$ cat src/rtl/ptw_arbiter.sv
// rtl/ptw_arbiter.sv - I/D-TLB arbiter and result steering for the shared page-table walker
// Optional I-starvation guard enabled by defining PTW_ARB_STARVE_GUARD_EN.
module ptw_arbiter #(
  parameter int ADDR_WIDTH   = 64,
  parameter int DATA_WIDTH   = 64,
  parameter int STARVE_LIMIT = 4
) (
  input  logic                  clk,
  input  logic                  rstn,
  input  logic                  fence_flush,
  input  logic                  ren_i,
  input  logic                  ren_d,
  input  logic [ADDR_WIDTH-1:0] raddr_i,
  input  logic [ADDR_WIDTH-1:0] raddr_d,
  output logic                  rvalid_i,
  output logic                  rvalid_d,
  output logic [DATA_WIDTH-1:0] rdata_i,
  output logic [DATA_WIDTH-1:0] rdata_d,
  output logic                  walk_req,
  output logic [ADDR_WIDTH-1:0] walk_va,
  input  logic [DATA_WIDTH-1:0] walk_pte,
  input  logic                  walk_finish,
  output logic [1:0]            busy,
  output logic [31:0]           walk_cnt
);

  typedef enum logic [1:0] {
    S_IDLE   = 2'b00,
    S_WALK_I = 2'b01,
    S_WALK_D = 2'b10,
    S_DRAIN  = 2'b11
  } state_t;

  state_t                r_state;
  logic                  r_walk_req;
  logic [1:0]            r_busy;
  logic [ADDR_WIDTH-1:0] r_walk_va;
  logic [31:0]           r_walk_cnt;

  logic w_idle;
  logic w_in_walk_i;
  logic w_in_walk_d;
  logic w_ren_cur;
  logic w_deliver_i;
  logic w_deliver_d;
  logic w_deliver;
  logic w_abandon;
  logic w_force_i;
  logic w_grant_i;
  logic w_grant_d;

  if (STARVE_LIMIT < 1 || STARVE_LIMIT > 15) begin : g_bad_limit
    $error("ptw_arbiter: STARVE_LIMIT must be within 1..15");
  end

  assign w_idle      = (r_state == S_IDLE);
  assign w_in_walk_i = (r_state == S_WALK_I);
  assign w_in_walk_d = (r_state == S_WALK_D);
  assign w_ren_cur   = w_in_walk_i ? ren_i : ren_d;

  // A result is only handed back if its requester is still waiting and no fence is in progress.
  assign w_deliver_i = w_in_walk_i & walk_finish & ren_i & ~fence_flush;
  assign w_deliver_d = w_in_walk_d & walk_finish & ren_d & ~fence_flush;
  assign w_deliver   = w_deliver_i | w_deliver_d;
  assign w_abandon   = fence_flush | ~w_ren_cur;

  assign w_grant_d = w_idle & ~fence_flush & ren_d & ~(ren_i & w_force_i);
  assign w_grant_i = w_idle & ~fence_flush & ren_i & ~w_grant_d;

`ifdef PTW_ARB_STARVE_GUARD_EN
  localparam logic [3:0] LIMIT4 = 4'(STARVE_LIMIT);
  logic [3:0] r_starve_cnt;

  assign w_force_i = (r_starve_cnt == LIMIT4);

  // Counts D grants that overtook a waiting I request; saturates at the limit.
  always_ff @(posedge clk) begin
    if (!rstn) begin
      r_starve_cnt <= '0;
    end else if (w_idle) begin
      if (!ren_i || w_grant_i) begin
        r_starve_cnt <= '0;
      end else if (w_grant_d && (r_starve_cnt != LIMIT4)) begin
        r_starve_cnt <= r_starve_cnt + 4'd1;
      end
    end
  end
`else
  assign w_force_i = 1'b0;
`endif

  always_ff @(posedge clk) begin
    if (!rstn) begin
      r_state    <= S_IDLE;
      r_walk_req <= 1'b0;
      r_busy     <= 2'b00;
      r_walk_va  <= '0;
      r_walk_cnt <= '0;
    end else begin
      case (r_state)
        S_IDLE: begin
          if (w_grant_d) begin
            r_state    <= S_WALK_D;
            r_walk_req <= 1'b1;
            r_busy     <= 2'b10;
            r_walk_va  <= raddr_d;
          end else if (w_grant_i) begin
            r_state    <= S_WALK_I;
            r_walk_req <= 1'b1;
            r_busy     <= 2'b01;
            r_walk_va  <= raddr_i;
          end
        end
        S_WALK_I, S_WALK_D: begin
          if (walk_finish) begin
            if (w_deliver) begin
              r_walk_cnt <= r_walk_cnt + 32'd1;
            end
            r_state    <= S_IDLE;
            r_walk_req <= 1'b0;
            r_busy     <= 2'b00;
          end else if (w_abandon) begin
            r_state <= S_DRAIN;
            r_busy  <= 2'b11;
          end
        end
        S_DRAIN: begin
          // The walker cannot be cancelled, so wait for its finish and drop the result.
          if (walk_finish) begin
            r_state    <= S_IDLE;
            r_walk_req <= 1'b0;
            r_busy     <= 2'b00;
          end
        end
        default: begin
          r_state    <= S_IDLE;
          r_walk_req <= 1'b0;
          r_busy     <= 2'b00;
        end
      endcase
    end
  end

  assign walk_req = r_walk_req;
  assign walk_va  = r_walk_va;
  assign busy     = r_busy;
  assign walk_cnt = r_walk_cnt;
  assign rvalid_i = w_deliver_i;
  assign rvalid_d = w_deliver_d;
  assign rdata_i  = w_deliver_i ? walk_pte : '0;
  assign rdata_d  = w_deliver_d ? walk_pte : '0;

endmodule

$ cat config.mk
export PLATFORM = sky130hd
export DESIGN_NAME = ptw_arbiter
export DESIGN_NICKNAME = d
export VERILOG_FILES = /design/src/rtl/ptw_arbiter.sv
export SDC_FILE = /design/constraint.sdc
export NUM_CORES = 1
export LEC_CHECK = 0
export ABC_AREA = 1
export CAP_MARGIN = 20
export CORE_AREA = 2 2 165 167
export DETAILED_ROUTE_END_ITERATION = 10
export DIE_AREA = 0 0 167 169
export PLACE_DENSITY = 0.64
export SYNTH_ARGS = -nofsm -noshare
export SYNTH_HDL_FRONTEND = slang
export SYNTH_SLANG_ARGS = --single-unit
$ cat constraint.sdc
create_clock -name clk -period 2.1 [get_ports clk]
set_input_delay 0.21 -clock clk [delete_from_list [all_inputs] [get_ports clk]]
set_output_delay 0.21 -clock clk [all_outputs]
set_load 0.01 [all_outputs]
==> results.json, run 1 <==
{
  "critPathBufInv": 4,
  "rows": 60,
  "cp.arrival_ps": 1760,
  "ctsRootBufferMaster": "clkbuf_16",
  "mostFrequentLayoutCells": "309 x nor2_1, 297 x clkdlybuf4s50_1, 145 x nand2_1",
  "clock_path_buffers": 2,
  "io_buffer_count": 426,
  "final.period_utilization_pct": 93.7,
  "synth_area_um2": 5660,
  "yosysWarningCount": 0,
  "outcome": "finished, final reports clean",
  "r2r_cells": 9,
  "grt_pass1_vias": 6978,
  "die_h_um": 169,
  "coreArea_um2": 26500,
  "final_common_cell": "nor2_1",
  "crit_path_top_delay_cell": "dlygate4sd2_1",
  "synthArstFlopShare_pct": 0,
  "dp_hpwl_mm": 20.8,
  "clkSlewWorstSetupHoldPaths_ps": 70,
  "tightest_slew_ps": 341,
  "hold_buffers": 0,
  "crit_cells": 8,
  "required_ps": 1890,
  "max_slew_margin_pct": 77.3,
  "ys_ff_latch": 99,
  "worstSetupStartpointType": "flop",
  "gr-total-overflow": 0,
  "totalWireLength_mm": 26.4,
  "worstPathMaxFanout": 7,
  "fin_skew_ps": 7.80,
  "routabilityCongestion": 0.923,
  "antenna_found_initial": 2,
  "critical_path_class": "reg -> out",
  "final_cells": 1703,
  "synth_cells": 938,
  "fin_crit_ps": 1970,
  "dp.cells": 1681,
  "worstHoldPathType": "reg -> reg",
  "start_util_pct": 21.4,
  "num_vias": 7329,
  "numCtsBuffers": 9,
  "num_io_pins": 427,
  "ys_seq_area_share_pct": 35.0,
  "max_freq_ghz": 0.508,
  "grt_max_degree": 59,
  "die_w_um": 167,
  "cts_tree": "yes",
  "synth_nets": 1142,
  "hold_depth": 2,
  "cts_sinks": 99,
  "p_total_mw": 6.67,
  "ir_drop_uv": 524,
  "drive_gt1_share_pct": 14.5,
  "fin_nets": 1560,
  "synth-edff-count": 0,
  "drt_iter0_drc": 399,
  "postRouteAntennaNets": 0,
  "nFillCells": 2856,
  "h-tree-depth": 3,
  "cp-end-kind": "output pin",
  "ys_types": 28,
  "dieArea_um2": 28200,
  "p_per_area_nw_per_um2": 657,
  "yosys_most_used_dff": "dfxtp_1",
  "grt_pass1_wl_mm": 40.1,
  "max_cap_violations": 0,
  "drc_errors": 0,
  "wl_per_cell_um": 15.5,
  "power_leakage_nw": 4.64,
  "slew_violations": 0,
  "finalHoldViolCount": 0,
  "finalSetupViolCount": 0,
  "vias_per_cell": 4.30,
  "cp_cell_sequence": "inv_2 > ha_4 > nand2_2 > nor2_4 > inv_4 > buf_4 > nor2_1 > dlygate4sd2_1",
  "syn2layout_area_growth_pct": 79.5,
  "syn_avg_cell_area_um2": 6.04,
  "gr-usage-all-layers_pct": 17.9,
  "clkLatencyLatePin_ps": 350,
  "dr.pass1.iters": 5,
  "critPathMaxStageDelay_ps": 350,
  "cp_top_family": "buffers and inverters"
}
-- cells by family (layout without fill, tap and decap cells) --
family | Yosys count | after routing | share of synthesized area [%]
AND/OR/NAND/NOR | 522 | 522 | 36.9
XOR/XNOR | 4 | 4 | 0.619
buffers and inverters | 151 | 574 | 12.3
adder cells (fa/ha/maj) | 6 | 6 | 1.33
AO/OA/AOI/OAI | 156 | 156 | 13.9
flip-flops | 99 | 99 | 35.0
other | 0 | 1 | 0
-- report_power, final --
| part | total, mW | switching [mW] | internal, mW |
|---|---|---|---|
| logic | 2.64 | 1.32 | 1.32 |
| registers | 2.30 | 0.149 | 2.15 |
| clock network | 1.73 | 0.788 | 0.941 |
-- path summary, 6_finish.rpt --
check	startpoint	slack, ps	to
max	busy[1]	130	rdata_i[5]
min	walk_va[24]	460	walk_va[24]
max reg2reg	busy[0]	180	walk_va[7]
min reg2reg	walk_va[24]	460	walk_va[24]
-- final cells by class --
cell class              instances  area (µm²)  share of cell area, %
multi-input cells             688        3030                   29.8
clock buffers                  10         229                   2.25
repair buffers                460        4040                   39.8
inverters                      98         370                   3.64
flip-flops and latches         99        1990                   19.5
clock inverters                 6        73.8                  0.726
diodes                          1        2.50                 0.0246
well taps                     341         427                   4.20
-- registers in the layout, summed over array words and instances, names as in the netlist --
name and cells:
busy 2, walk_cnt 32, walk_req 1, walk_va 64
-- routing by layer --
| metal | wire length, µm | global-route usage, % |
|---|---|---|
| met3 | 2090 | 5.59 |
| met2 | 11900 | 28.7 |
| met5 | 15 | 0 |
| met1 | 11900 | 23.5 |
| met4 | 477 | 4.46 |
-- metrics by stage --
step / setup slack [ps] / util [%] / hold slack, ps / area, µm² / TNS, ps
floorplan: 440 / - / 387 / 5660 / 0
global placement: -318 / 39.0 / 452 / 10300 / -29100
detailed placement: -349 / 39.0 / 455 / 10300 / -35570
CTS: -4.23 / 39.5 / 466 / 10500 / -7.42
global route: -1.64 / 38.4 / 484 / 10200 / -1.64
finish: 133 / 38.4 / 465 / 10200 / 0
-- Yosys cell counts (3+ instances only) --
| master | n | area share (%) |
|---|---|---|
| a21oi_1 | 84 | 7.4 |
| buf_2 | 15 | 1.3 |
| buf_6 | 14 | 2.8 |
| clkbuf_1 | 20 | 1.3 |
| dfxtp_1 | 99 | 35 |
| ha_1 | 6 | 1.3 |
| inv_1 | 92 | 6.1 |
| inv_2 | 6 | 0.40 |
| nand2_1 | 147 | 9.7 |
| nand3_1 | 31 | 2.7 |
| nand4_1 | 4 | 0.44 |
| nor2_1 | 316 | 21 |
| nor2_2 | 9 | 0.99 |
| nor3_1 | 6 | 0.53 |
| o21ai_0 | 59 | 5.2 |
| o21ai_1 | 12 | 1.1 |
| xnor2_1 | 3 | 0.46 |
-- what timing repair did --
action                                  CTS  global route
pin swaps                                 1             2
buffers inserted                          4             1
endpoints found under the setup margin  130           110
gates cloned                              1             0
gates resized for setup                 275           147
-- worst reg2reg max path, stage by stage (launching register included) --
cell,delay [ps]
dfxtp_4,380
inv_1,70
buf_4,140
ha_1,230
nand3_2,150
and2_4,300
buf_12,240
nor2_1,100
o21ai_0,100
a21oi_1,90
No activity file was read; power rests on OpenSTA's default activity.
==> run 2, diff against run 1 <==
Settings changed: SLEW_MARGIN set to 20.
==> results of run 2 <==
The final DEF is identical to that of run 1; final timing and power are the same.
==> run 3, diff against run 2 <==
Settings changed: SETUP_SLACK_MARGIN set to 0.1, TNS_END_PERCENT set to 20.
==> run 3 against run 2 <==
Sequential share of layout area decreased by 0.40 points. Via count about the same. Sequential power about the same. Non-clock buffer count decreased by 2. Final cell count decreased by 0.12%.
==> results.json, run 3 (synthesis results as in run 1) <==
{
  "worstSetupStartpointType": "flop",
  "grt_pass1_vias": 6950,
  "slew_violations": 0,
  "final.period_utilization_pct": 95.2,
  "r2r-end": "walk_va[7]",
  "wl_per_cell_um": 15.5,
  "die_w_um": 167,
  "rows": 60,
  "max_freq_ghz": 0.500,
  "cts_sinks": 99,
  "num_io_pins": 427,
  "die_h_um": 169,
  "ctsRootBufferMaster": "clkbuf_16",
  "final_cells": 1701,
  "dp.cells": 1681,
  "dr.pass1.iters": 5,
  "postRouteAntennaNets": 0,
  "critical_path_class": "reg -> out",
  "h-tree-depth": 3,
  "clkLatencyLatePin_ps": 350,
  "utilization_pct": 39.1,
  "rrSetupSlack_ps": 130,
  "antenna_found_initial": 2,
  "dp_hpwl_mm": 20.8,
  "drt_iter0_drc": 409,
  "ir_drop_uv": 484,
  "hold_start": "walk_va[20]",
  "p_per_area_nw_per_um2": 646,
  "num_vias": 7326,
  "fin_crit_ps": 2000,
  "drive_gt1_share_pct": 15.3,
  "routabilityCongestion": 0.923,
  "start_util_pct": 21.4,
  "tightest_slew_ps": 344,
  "worst_slack_ps": 101,
  "rsz0062_at_grt": "true",
  "grt_pass1_wl_mm": 40.1,
  "final_common_cell": "nor2_1",
  "cp-end-kind": "output pin",
  "gr-total-overflow": 0,
  "clkSlewWorstSetupHoldPaths_ps": 70,
  "largest_reg_flops": 64,
  "finalSetupViolCount": 0,
  "max_cap_violations": 0,
  "worstPathMaxFanout": 33,
  "grt_max_degree": 59,
  "crit_path_top_delay_cell": "dfxtp_2",
  "totalWireLength_mm": 26.4,
  "gr-usage-all-layers_pct": 17.9,
  "r2r_start": "busy[0]",
  "drc_errors": 0,
  "hold_depth": 2,
  "critPathMaxStageDelay_ps": 390,
  "outcome": "finished, final reports clean",
  "finalHoldViolCount": 0,
  "power_leakage_nw": 4.61,
  "syn2layout_area_growth_pct": 83.0,
  "clock_path_buffers": 2,
  "dieArea_um2": 28200,
  "vias_per_cell": 4.31,
  "worstHoldPathType": "reg -> reg",
  "cp.arrival_ps": 1790,
  "numCtsBuffers": 9,
  "io_buffer_count": 426,
  "max_slew_margin_pct": 77.1,
  "fin_nets": 1558,
  "min_to": "walk_va[20]",
  "dp_slack_ps": -349,
  "coreArea_um2": 26500,
  "fin_skew_ps": 6.98,
  "cp_cell_sequence": "inv_1 > ha_1 > nand2_2 > nor2_4 > inv_4 > buf_12 > nor2_1 > dlygate4sd2_1",
  "nFillCells": 2830,
  "r2r_cells": 9,
  "mostFrequentLayoutCells": "306 x nor2_1, 296 x clkdlybuf4s50_1, 144 x nand2_1",
  "required_ps": 1890,
  "cts_tree": "yes",
  "p_total_mw": 6.69
}
==> run 3: how the worst max path moves through the flow <==
stage                startpoint  slack [ps]  cells after the start     endpoint
global placement    walk_finish        -320                      7   rdata_d[7]
finish                  busy[0]         100                      8  rdata_d[15]
CTS                     busy[1]          80                      8  rdata_i[30]
detailed placement  walk_finish        -350                      7   rdata_d[7]
global route            busy[0]          -8                      8  rdata_d[19]
floorplan               busy[1]         440                      7  rdata_i[10]
==> run 3: timing repair <==
item / 4_1_cts / 5_1_grt
cloned: 1 / 0
setup buffers: 2 / 0
hold buffers: 0 / 0
setup endpoints to repair: 130 / 129
resized for setup: 362 / 93
pin swaps: 2 / 2
==> run 3: power breakdown <==
part / internal [mW] / leakage [nW] / switching (mW)
sequential: 2.15 / 0.808 / 0.150
combinational: 1.34 / 3.66 / 1.32
clock: 0.941 / 0.141 / 0.786
==> run 3: stage by stage <==
step / hold slack [ps] / cell area (µm²) / setup TNS (ps)
2_1_floorplan: 387 / 5660 / 0
3_3_place_gp: 452 / 10300 / -29100
3_5_place_dp: 455 / 10300 / -35570
4_1_cts: 466 / 10600 / 0
5_1_grt: 483 / 10400 / -18.4
6_report: 464 / 10400 / 0
==> run 3: cell type report <==
| class | instances | area (µm²) | share of cell area, % |
|---|---|---|---|
| tap | 341 | 427 | 4.12 |
| sequential | 99 | 1980 | 19.2 |
| multi-input combinational | 688 | 3040 | 29.4 |
| antenna | 1 | 2.50 | 0.0241 |
| clock inverter | 6 | 73.8 | 0.712 |
| inverter | 98 | 373 | 3.60 |
| timing repair buffer | 458 | 4230 | 40.8 |
| clock buffer | 10 | 229 | 2.21 |
==> run 3: routing by layer <==
layer  GRT usage (%)  wire, µm  up-vias
li1                -         -     3733
met1            23.7     12000     3263
met2            28.6     11900      291
met3            5.38      2070       37
met4            4.42       452        2
met5               0        14        -
==> run 3: critical path, delay by kind of cell (launching register included) <==
family	cells	cell delay, ps
buf+inv	4	630
flops	1	390
fa+ha+maj	1	200
simple gates	3	190
